<file path="config.mk">
export PLATFORM = sky130hd
export DESIGN_NAME = vga_timing_gen
export DESIGN_NICKNAME = d
export VERILOG_FILES = /design/src/rtl/vga_timing_pkg.sv /design/src/rtl/vga_timing_gen_axis.sv /design/src/rtl/vga_timing_gen.sv
export SDC_FILE = /design/constraint.sdc
export NUM_CORES = 1
export LEC_CHECK = 0
export CORE_MARGIN = 8
export CORE_UTILIZATION = 54
export DETAILED_ROUTE_END_ITERATION = 16
export HOLD_SLACK_MARGIN = 0.03
export PLACE_DENSITY = 0.89
export SLEW_MARGIN = 20
export SYNTH_ARGS = -nofsm -noshare
export SYNTH_HDL_FRONTEND = slang
export SYNTH_SLANG_ARGS = --single-unit
</file>
<file path="constraint.sdc">
create_clock -name clock -period 2.3 [get_ports clock]
set_input_delay 0.23 -clock clock [delete_from_list [all_inputs] [get_ports clock]]
set_output_delay 0.23 -clock clock [all_outputs]
set_load 0.02 [all_outputs]
</file>
<file path="src/rtl/vga_timing_pkg.sv">
// vga_timing_pkg: 640x480@60 timing constants, sync encodings and timing bundle types
// shared by the VGA timing generator and its consumers.
package vga_timing_pkg;
  localparam int H_ACTIVE_DEF = 640;
  localparam int H_FP_DEF = 16;
  localparam int H_SYNC_DEF = 96;
  localparam int H_BP_DEF = 48;
  localparam int H_TOTAL_DEF = H_ACTIVE_DEF + H_FP_DEF + H_SYNC_DEF + H_BP_DEF;
  localparam int V_ACTIVE_DEF = 480;
  localparam int V_FP_DEF = 10;
  localparam int V_SYNC_DEF = 2;
  localparam int V_BP_DEF = 33;
  localparam int V_TOTAL_DEF = V_ACTIVE_DEF + V_FP_DEF + V_SYNC_DEF + V_BP_DEF;
  localparam int CNT_W_DEF = 10;
  localparam bit SYNC_ACTIVE_LOW = 1'b0;
  localparam bit SYNC_ACTIVE_HIGH = 1'b1;
  typedef struct packed {
    logic hsync;
    logic vsync;
    logic video_on;
    logic line_start;
    logic frame_start;
  } vga_flags_t;
  typedef struct packed {
    logic hsync;
    logic vsync;
    logic video_on;
    logic [CNT_W_DEF-1:0] row;
    logic [CNT_W_DEF-1:0] column;
  } vga_timing_t;
  function automatic logic sync_level(input logic active, input logic pol);
    return active ? pol : ~pol;
  endfunction
endpackage

</file>
<file path="src/rtl/vga_timing_gen_axis.sv">
// vga_axis_counter: wrapping position counter for one raster axis with
// active-region and sync-window decode of the current count.
module vga_axis_counter #(
  parameter int ACTIVE = 640,
  parameter int FP = 16,
  parameter int SYNC = 96,
  parameter int BP = 48,
  parameter int CNT_W = 10
) (
  input  logic             clock,
  input  logic             reset_n,
  input  logic             en_i,
  output logic [CNT_W-1:0] cnt_o,
  output logic             carry_o,
  output logic             first_o,
  output logic             active_o,
  output logic             sync_o
);
  localparam logic [CNT_W-1:0] LAST = CNT_W'(ACTIVE + FP + SYNC + BP - 1);
  localparam logic [CNT_W-1:0] ACT_END = CNT_W'(ACTIVE);
  localparam logic [CNT_W-1:0] SYNC_LO = CNT_W'(ACTIVE + FP);
  localparam logic [CNT_W-1:0] SYNC_HI = CNT_W'(ACTIVE + FP + SYNC);
  logic [CNT_W-1:0] cnt_q, cnt_d;
  assign carry_o = en_i && cnt_q == LAST;
  assign first_o = cnt_q == '0;
  assign active_o = cnt_q < ACT_END;
  assign sync_o = cnt_q >= SYNC_LO && cnt_q < SYNC_HI;
  assign cnt_o = cnt_q;
  always_comb cnt_d = !en_i ? cnt_q : carry_o ? '0 : cnt_q + CNT_W'(1);
  always_ff @(posedge clock)
    if (!reset_n) cnt_q <= '0;
    else cnt_q <= cnt_d;
endmodule

</file>
<file path="src/rtl/vga_timing_gen.sv">
// vga_timing_gen: VGA raster timing (counters, syncs, video_on, coordinates) on a prescaled pixel tick.
// Define VGA_TIMING_SYNC_ALIGN_EN to delay hsync/vsync one clock to line up with registered colour.
module vga_timing_gen
  import vga_timing_pkg::*;
#(
  parameter int H_ACTIVE = H_ACTIVE_DEF,
  parameter int H_FP = H_FP_DEF,
  parameter int H_SYNC = H_SYNC_DEF,
  parameter int H_BP = H_BP_DEF,
  parameter int V_ACTIVE = V_ACTIVE_DEF,
  parameter int V_FP = V_FP_DEF,
  parameter int V_SYNC = V_SYNC_DEF,
  parameter int V_BP = V_BP_DEF,
  parameter bit SYNC_POL = SYNC_ACTIVE_LOW,
  parameter int CLK_DIV = 1,
  parameter int CNT_W = CNT_W_DEF
) (
  input  logic             clock,
  input  logic             reset_n,
  output logic             pix_tick,
  output logic             hsync,
  output logic             vsync,
  output logic             video_on,
  output logic [CNT_W-1:0] pixel_column,
  output logic [CNT_W-1:0] pixel_row,
  output logic             line_start,
  output logic             frame_start
);
  localparam logic IDLE = sync_level(1'b0, SYNC_POL);
  logic [2:0] presc_q, presc_d;
  logic tick, h_carry, h_first, v_first, h_act, v_act, h_sync, v_sync, unused_v_carry;
  logic [CNT_W-1:0] h_cnt, v_cnt, col_q, row_q;
  logic pix_tick_q;
  vga_flags_t flags_d, flags_q;
  assign tick = presc_q == 3'(CLK_DIV - 1);
  always_comb presc_d = tick ? '0 : presc_q + 3'd1;
  always_ff @(posedge clock)
    if (!reset_n) presc_q <= '0;
    else presc_q <= presc_d;
  vga_axis_counter #(
    .ACTIVE(H_ACTIVE), .FP(H_FP), .SYNC(H_SYNC), .BP(H_BP), .CNT_W(CNT_W)
  ) u_h (
    .clock(clock), .reset_n(reset_n), .en_i(tick), .cnt_o(h_cnt), .carry_o(h_carry),
    .first_o(h_first), .active_o(h_act), .sync_o(h_sync)
  );
  vga_axis_counter #(
    .ACTIVE(V_ACTIVE), .FP(V_FP), .SYNC(V_SYNC), .BP(V_BP), .CNT_W(CNT_W)
  ) u_v (
    .clock(clock), .reset_n(reset_n), .en_i(h_carry), .cnt_o(v_cnt), .carry_o(unused_v_carry),
    .first_o(v_first), .active_o(v_act), .sync_o(v_sync)
  );
  always_comb begin
    flags_d.hsync = sync_level(h_sync, SYNC_POL);
    flags_d.vsync = sync_level(v_sync, SYNC_POL);
    flags_d.video_on = h_act && v_act;
    flags_d.line_start = h_first;
    flags_d.frame_start = h_first && v_first;
  end
  // Outputs present the decode of the position the counters held at the tick.
  always_ff @(posedge clock)
    if (!reset_n) begin
      flags_q <= {IDLE, IDLE, 3'b000};
      col_q <= '0;
      row_q <= '0;
      pix_tick_q <= 1'b0;
    end else begin
      pix_tick_q <= tick;
      if (tick) begin
        flags_q <= flags_d;
        col_q <= h_cnt;
        row_q <= v_cnt;
      end
    end
  assign pix_tick = pix_tick_q;
  assign video_on = flags_q.video_on;
  assign line_start = flags_q.line_start;
  assign frame_start = flags_q.frame_start;
  assign pixel_column = col_q;
  assign pixel_row = row_q;
`ifdef VGA_TIMING_SYNC_ALIGN_EN
  logic hsync_q, vsync_q;
  always_ff @(posedge clock)
    if (!reset_n) {hsync_q, vsync_q} <= {IDLE, IDLE};
    else {hsync_q, vsync_q} <= {flags_q.hsync, flags_q.vsync};
  assign hsync = hsync_q;
  assign vsync = vsync_q;
`else
  assign hsync = flags_q.hsync;
  assign vsync = flags_q.vsync;
`endif
endmodule

</file>
# Word-level counts from Yosys, hierarchy flattened
# Index checks and enable logic that the tools add are counted.
[word_totals]
in_bits = 2
regBits = 49
word_cells = 37
output_inout_bits = 26
[classes]
n_reduce_logical = 10
n_lt_le_gt_ge = 6
n_addsub = 3
n_mux = 4
n_eq_ne = 2
n_bitwise = 1
[ops]
columns = ["cell", "count"]
rows = [
  ["10-bit by 1-bit adder with 10-bit output (second input constant)", 2],
  ["10-bit == test (second input constant)", 2],
  ["10-bit logical NOT", 2],
  ["10-bit < comparator (second input constant)", 2],
  ["10-bit by 9-bit < comparator with 1-bit output (second input constant)", 2],
  ["10-bit 2-to-1 mux", 2],
  ["10-bit greater-or-equal comparator (second input constant)", 1],
  ["10-bit by 9-bit greater-or-equal comparator with 1-bit output (second input constant)", 1],
  ["1-bit logical AND", 6],
  ["3-bit by 1-bit adder with 3-bit output (second input constant)", 1],
  ["3-bit logical NOT", 1],
  ["1-bit 2-to-1 mux", 2],
  ["2-bit OR reduction", 1],
  ["1-bit inverter", 1],
]

# Longest topological paths before layout
[logic_depth]
depth_word = 4
depth_mapped = 8
depth_no_buf = 6

# Modules after synthesis
# From an unflattened synthesis, not the netlist that was laid out.
[hier_totals]
cells_unflattened = 247
area_unflattened_um2 = 2247.2
[by_module_without_submodules]
columns = ["mod", "seq_area_each_um2", "area_per_inst_um2", "n_inst", "cells_each"]
rows = [
  ["vga_timing_gen", 580.6, 1117.3, 1, 122],
  ["vga_axis_counter (u_h)", 200.2, 566.8, 1, 62],
  ["vga_axis_counter (u_v)", 200.2, 563.0, 1, 63],
]

# Worst setup path after synthesis
# OpenSTA, ideal clock, no wires.
[synth_path]
path_kind = "register to register"
start = "reg presc_q[0]"
end = "reg u_v.cnt_q[9] (netlist: u_v.cnt_o[9])"
required_time_ps = 2168
setup_time_ps = 132
path_slack_ps = 223
synth_period_minus_slack_ps = 2077
arrival_ps = 1945
path_stages_with_launch = 9
n_path_buf = 2
path_cell_list = "dfxtp_1 inv_1 ha_1 nand3b_4 or4_1 buf_2 buf_2 o41ai_1 a21oi_1"
[synth_via]
elab_chain_cells = 4
[synth_rtl]
columns = ["element", "line", "rtl"]
rows = [
  ["start, declared", "vga_timing_gen.sv:30", "logic [2:0] presc_q, presc_d;"],
  ["start signal, assigned", "vga_timing_gen.sv:39", "else presc_q <= presc_d;"],
  ["3-bit logical NOT (*)", "vga_timing_gen.sv:35", "assign tick = presc_q == 3'(CLK_DIV - 1);"],
  ["1-bit logical AND (*)", "vga_timing_gen_axis.sv:24", "assign carry_o = en_i && cnt_q == LAST;"],
  ["1-bit logical AND", "vga_timing_gen_axis.sv:24", ""],
  ["10-bit 2-to-1 mux", "vga_timing_gen_axis.sv:29", "always_comb cnt_d = !en_i ? cnt_q : carry_o ? '0 : cnt_q + CNT_W'(1);"],
  ["end signal, assigned", "vga_timing_gen_axis.sv:32", "else cnt_q <= cnt_d;"],
  ["end, declared", "vga_timing_gen_axis.sv:23", "logic [CNT_W-1:0] cnt_q, cnt_d;"],
]
# Every way passes the cells marked *; elsewhere a longest branch is shown, timed or not.
# A chain may end at the register's enable or synchronous reset.

# Final worst setup path
[layout_path]
start = "reg presc_q[0]"
end = "reg u_v.cnt_q[8] (netlist: u_v.cnt_o[8])"
# Same word-level chain as after synthesis.

==> results.py <==
metrics = {
    "synth": {
        "synth_nets": 259,
        "syn_area_per_cell_um2": 8.54,
        "synth.distinct_cells": 34,
        "syn_inst": 251,
        "synth_area_um2": 2140,
        "ys_ff_latch": 49,
        "yosysWarnings": 0,
        "ys_seq_area_share_pct": 45.7,
    },
    "grt": {
        "antenna_found_initial": 0,
        "grt_overflow": 0,
        "grt_max_degree": 24,
        "first_global_vias": 1744,
        "track_usage_pct": 16.0,
        "grt_pass1_wl_mm": 8.12,
    },
    "pwr": {
        "power.density_nw_per_um2": 607,
        "cellLeakagePower_uw": 0.000906,
        "max-vdd-ir-drop_mv": 0.385,
        "finalPower_uw": 1590,
    },
    "drt": {
        "wire_per_inst_um": 14.9,
        "ant_nets": 0,
        "via_per_inst": 5.67,
        "dr.pass1.iters": 4,
        "via_count": 1883,
        "wl_mm": 4.94,
        "drc": 0,
        "drtIter0Drc": 220,
    },
    "die": {
        "dieWidth_um": 79.0,
        "initial_core_util_pct": 54.8,
        "ios": 28,
        "dieArea_um2": 6240,
        "design.core.area_um2": 3910,
        "die-height_um": 79.0,
        "num_rows": 23,
    },
    "clocking": {
        "cts_root_buf": "clkbuf_8",
        "cts.path.max_buffers": 2,
        "cts_sinks": 49,
        "insertion_delay_ns": 0.30,
        "cts_tree": "done",
        "cts.clk_slew.worst_paths_ns": 0.09,
        "cts_buffers": 5,
        "cts.htree.levels": 2,
        "cts_setup_buffers": 0,
        "postCtsHoldBufs": 0,
    },
    "final_layout": {
        "seqCellArea_um2": 981,
        "mostFrequentLayoutCells": "nand2_1, dfxtp_1, clkdlybuf4s50_1",
        "nNetsFinal": 289,
        "fin_area_um2": 2630,
        "layout_commonest_cell": "nand2_1",
        "multiInputGateArea_um2": 1080,
        "fill_cells": 319,
        "area_growth_pct": 22.5,
        "diodes": 0,
        "drive_gt1_share_pct": 8.51,
    },
    "sta": {
        "finalMaxSlewViolations": 0,
        "fin_skew_ns": 0.0101,
        "finalCriticalPeriod_ns": 2.20,
        "tns_ns": 0,
        "fin_crit_sh_pct": 95.7,
        "max_freq_ghz": 0.454,
        "rsz0062_at_grt": "false",
        "hold_viol_final": 0,
        "worstMarginPinSlew_ns": 0.403,
        "setup_viol": 0,
        "holdWs_ns": 0.463,
        "slew_headroom_pct": 73.0,
    },
    "place": {
        "placed_area_um2": 2500,
        "io_buffers": 27,
        "gp_congestion": 0.904,
        "dp_hpwl_mm": 3.40,
    },
    "setup_path": {
        "r2r_cells": 6,
        "worst_setup_path_end_kind": "flop",
        "r2r_end": "u_v.cnt_o[8]",
        "cp.arrival_ns": 2.43,
        "critPathRequiredTime_ns": 2.53,
        "r2r_slack_ns": 0.1,
        "critPathKind": "reg -> reg",
        "rr_startpoint": "presc_q[0]",
        "critPathLaunchType": "flop",
        "cp_max_fo": 10,
    },
    "hold_path": {
        "holdPathStages": 2,
        "worst_hold_startpoint": "line_start",
        "min_to": "line_start",
        "min_path_type": "reg -> reg",
    },
    "flow_run": {
        "maxCapViolCount": 0,
    },
    "status": {
        "outcome": "completed",
    },
}
routing by layer:
layer,share of wire [%],vias to the layer above,global-route usage [%]
li1,-,927,-
met1,42,891,18.9
met2,50,58,27.4
met3,6.8,7,3.84
met4,1.1,0,6.11
met5,0,-,0
worst max-delay path, stage by stage (launching register included):
cell	delay [ns]
dfxtp_1	0.33
inv_1	0.09
ha_1	0.30
nand3b_4	0.10
or4_4	0.61
or4_1	0.53
a21oi_1	0.17
state kept, by name (all words and copies together), names as in the netlist:
name / count
video_on: 1
frame_start: 1
pixel_column: 10
line_start: 1
u_v.cnt_o: 10
u_h.cnt_o: 10
presc_q: 3
pixel_row: 10
vsync: 1
pix_tick: 1
hsync: 1
where the power goes:
part | internal, µW | leakage (µW) | switching (µW)
logic | 39.4 | 0.000452 | 44.9
registers | 861 | 0.000397 | 9.70
clock network | 354 | 0.0000574 | 285
total | 1250 | 0.000906 | 340
cell usage after synthesis:
library cell,number,area share (%)
nand2_1,54,9.5
dfxtp_1,49,46
a21boi_0,23,8.1
clkbuf_1,13,2.3
a21oi_1,10,2.3
nand3_1,10,2.3
nand4_1,8,2.3
inv_1,7,1.2
nor2_1,7,1.2
o21ai_0,7,1.6
ha_1,6,3.5
nor2b_1,6,1.8
or3_1,6,1.8
and2_1,5,1.5
o41ai_1,5,2.0
xnor2_1,5,2.0
and3_1,3,0.88
buf_2,3,0.70
o31ai_1,3,1.1
nand4b_1,2,0.82
nor3_1,2,0.47
nor4_1,2,0.58
or4_1,2,0.70
or4b_1,2,0.93
xor2_1,2,0.82
and3b_1,1,0.41
mux2i_1,1,0.47
nand3b_1,1,0.35
nand3b_4,1,0.93
nor4b_1,1,0.41
o21ai_2,1,0.41
or2_1,1,0.29
or2_2,1,0.29
or2b_1,1,0.35
through the flow:
| stage | setup WS (ns) | util, % | std cells |
|---|---|---|---|
| after floorplan | 0.223 | - | 251 |
| after global placement | 0.164 | 64.0 | 324 |
| after detailed placement | 0.0659 | 64.0 | 324 |
| after CTS | 0.114 | 67.1 | 332 |
| after global routing | 0.0307 | 67.1 | 332 |
| final | 0.0996 | 67.1 | 332 |
worst max path at each step:
stage	start	to	slack [ns]
2_1_floorplan	presc_q[0]	u_v.cnt_o[9]	0.22
3_3_place_gp	presc_q[0]	u_v.cnt_o[6]	0.16
3_5_place_dp	presc_q[0]	u_v.cnt_o[4]	0.07
4_1_cts	presc_q[0]	u_v.cnt_o[8]	0.11
5_1_grt	presc_q[0]	u_v.cnt_o[4]	0.03
6_report	presc_q[0]	u_v.cnt_o[8]	0.1
cell type report:
class,count,share of cell area [%]
multi-input combinational,179,41.0
inverter,7,1.00
tap,50,2.38
sequential,49,37.3
clock inverter,2,1.43
clock buffer,6,3.14
timing repair buffer,39,13.7
logic make-up after synthesis:
logic type               synth area share (%)
adder cells (fa/ha/maj)                  3.50
flip-flops                               45.7
XOR/XNOR                                 2.86
multiplexers                            0.467
buffers and inverters                    4.20
AND/OR/NAND/NOR                          27.7
AO/OA/AOI/OAI                            15.5
timing repair:
action,in CTS,in global routing
hold endpoints to repair,0,0
endpoints found under the setup margin,2,0
resized for setup,1,0
(Power assumes the default switching activity.)
==> edit: new RTL, same settings <==
Compare `cnt_q` against `LAST` with >= in place of ==.
--- a/src/rtl/vga_timing_gen_axis.sv
+++ b/src/rtl/vga_timing_gen_axis.sv
@@ -21,7 +21,7 @@
   localparam logic [CNT_W-1:0] SYNC_LO = CNT_W'(ACTIVE + FP);
   localparam logic [CNT_W-1:0] SYNC_HI = CNT_W'(ACTIVE + FP + SYNC);
   logic [CNT_W-1:0] cnt_q, cnt_d;
-  assign carry_o = en_i && cnt_q == LAST;
+  assign carry_o = en_i && cnt_q >= LAST;
   assign first_o = cnt_q == '0;
   assign active_o = cnt_q < ACT_END;
   assign sync_o = cnt_q >= SYNC_LO && cnt_q < SYNC_HI;
Behaviour: no difference found for any inputs over 10 cycles, from zero or initial values and one cycle with reset_n low; that may be too few to reach the edited logic, so the function may still have changed.
==> edit against the unedited design <==
  * Setup slack improved by 290 ps
  * Wire length decreased by 4.0%
  * Sequential cell count unchanged
  * Maximum frequency increased by 15%
  * Core utilization decreased by 2.5 points
  * Design area decreased by 3.0%
  * Die area increased by 0.88%
  * Total power decreased by 8.6%
  * Synthesized cell count increased by 0.40%
  * Worst hold slack got worse by 3.7 ps
  * Area after synthesis increased by 1.1%
  * Highest routed layer unchanged
==> edit: results <==
metrics = {
    "pwr": {
        "power_leakage_nw": 0.8386,
        "max-vdd-ir-drop_v": 0.0003301,
        "switching_share_pct": 23.84,
    },
    "hold_path": {
        "whs_path_depth": 2,
    },
    "global_routing": {
        "grt_usage_pct": 15.44,
        "grt_max_degree": 22,
        "grt_pass1_vias": 1663,
        "grt_pass1_wl_mm": 7.734,
    },
    "worst_setup_path": {
        "crit_fanout": 7,
        "ff2ff_path_depth": 5,
        "ff2ff_setup_slack_ps": 380,
        "worstPathArrival_ps": 2110,
    },
    "sta": {
        "skew_ps": 4.355,
        "worst_pin_slew_ps": 651.0,
        "hold_ws_ps": 459.4,
        "final.min_clock_period_ps": 1915,
    },
    "drt": {
        "dr.pass1.iters": 5,
        "wl_per_cell_um": 14.56,
        "vias": 1806,
        "drt-initial-drc-count": 169,
    },
    "synthesis": {
        "ys_seq_area_share_pct": 45.24,
        "syn-num-nets": 260,
        "ys_top_cells_by_count": "51 x nand2_1, 49 x dfxtp_1, 22 x a21boi_0, 21 x nor2_1, 11 x nand3_1",
        "synth_cell_types": 40,
        "yosys-top-cells-area": "dfxtp_1 45%, nand2_1 8.8%, a21boi_0 7.6%",
    },
    "clock_network": {
        "cts_setup_buffers": 0,
        "clockBufferDepth": 2,
        "clk_latency_ps": 310,
        "postCtsResizedCells": 0,
        "cts_buffers": 5,
    },
    "layout": {
        "nFillCells": 332,
        "nNetsFinal": 283,
        "layout-drive-gt1-share_pct": 6.522,
    },
    "placed_design": {
        "routabilityCongestion": 0.9579,
    },
    "run_status": {
        "status": "finished clean",
    },
}
[edit: cell count changes after synthesis, sizes merged, moves of 3 or more]
cell	delta
a211oi	+3
or3	-6
and2	-3
xnor2	+5
nor2	+14
a21oi	-6
nor3	+8
o41ai	-5
o21ai	-3
nor2b	-4
nand2	-3
[edit: kinds of logic (layout without fill, tap and decap cells)]
logic type	Yosys count	in the layout	share of synthesized area [%]
and+or+nand+nor	118	118	26.37
buffers and inverters	25	49	5.078
adders and majority gates	6	6	3.462
AOI/OAI and AO/OA	41	41	14.54
muxes	1	1	0.4616
DFF	49	49	45.24
xor gates and xnor gates	12	12	4.847
[edit: how the worst max path moves through the flow]
stage / from / end / cells after the start
floorplan: u_h.cnt_o[0]$_SDFFE_PN0P_ / u_v.cnt_o[8]$_SDFFE_PN0N_ / 5
global placement: u_h.cnt_o[0]$_SDFFE_PN0P_ / u_v.cnt_o[8]$_SDFFE_PN0N_ / 5
detailed placement: u_h.cnt_o[0]$_SDFFE_PN0P_ / u_v.cnt_o[8]$_SDFFE_PN0N_ / 5
CTS: u_h.cnt_o[0]$_SDFFE_PN0P_ / u_v.cnt_o[8]$_SDFFE_PN0N_ / 5
global route: presc_q[0]$_SDFF_PP0_ / u_v.cnt_o[8]$_SDFFE_PN0N_ / 6
finish: u_h.cnt_o[0]$_SDFFE_PN0P_ / u_v.cnt_o[8]$_SDFFE_PN0N_ / 5
[edit: final cells by class]
cell class,count,share of cell area [%]
multi-input combinational,178,42.25
sequential,49,38.47
timing repair buffer,32,12.07
clock buffer,6,2.846
tap,50,2.453
inverter,9,1.325
clock inverter,2,0.5888
[edit: stage by stage]
step / instances / util, %
2_1_floorplan: 252 / -
3_3_place_gp: 318 / 62.46
3_5_place_dp: 318 / 62.46
4_1_cts: 326 / 64.68
5_1_grt: 326 / 64.68
6_report: 326 / 64.68
[edit: power groups by stage]
| stage | clock network (W) | registers [W] | logic [W] |
|---|---|---|---|
| final | 0.000508 | 0.000874 | 0.0000761 |
| after global routing | 0.000554 | 0.000876 | 0.0000820 |
| after floorplan | 0 | 0.000902 | 0.0000347 |
| after detailed placement | 0 | 0.000893 | 0.0000758 |
| after global placement | 0 | 0.000893 | 0.0000731 |
| after CTS | 0.000518 | 0.000873 | 0.0000762 |
[edit: worst max-delay path: stages (launching register included)]
cell and delay, ps:
dfxtp_1 470, ha_1 220, nand4_2 200, a2111oi_0 650, xnor2_1 200, nor2_1 60
[edit: metal layers]
layer,track usage (%),wire [um],up-vias
li1,-,-,899
met1,19.65,2221,833
met2,23.50,2118,67
met3,3.725,307,7
met4,8.333,99,0
met5,0,0,-
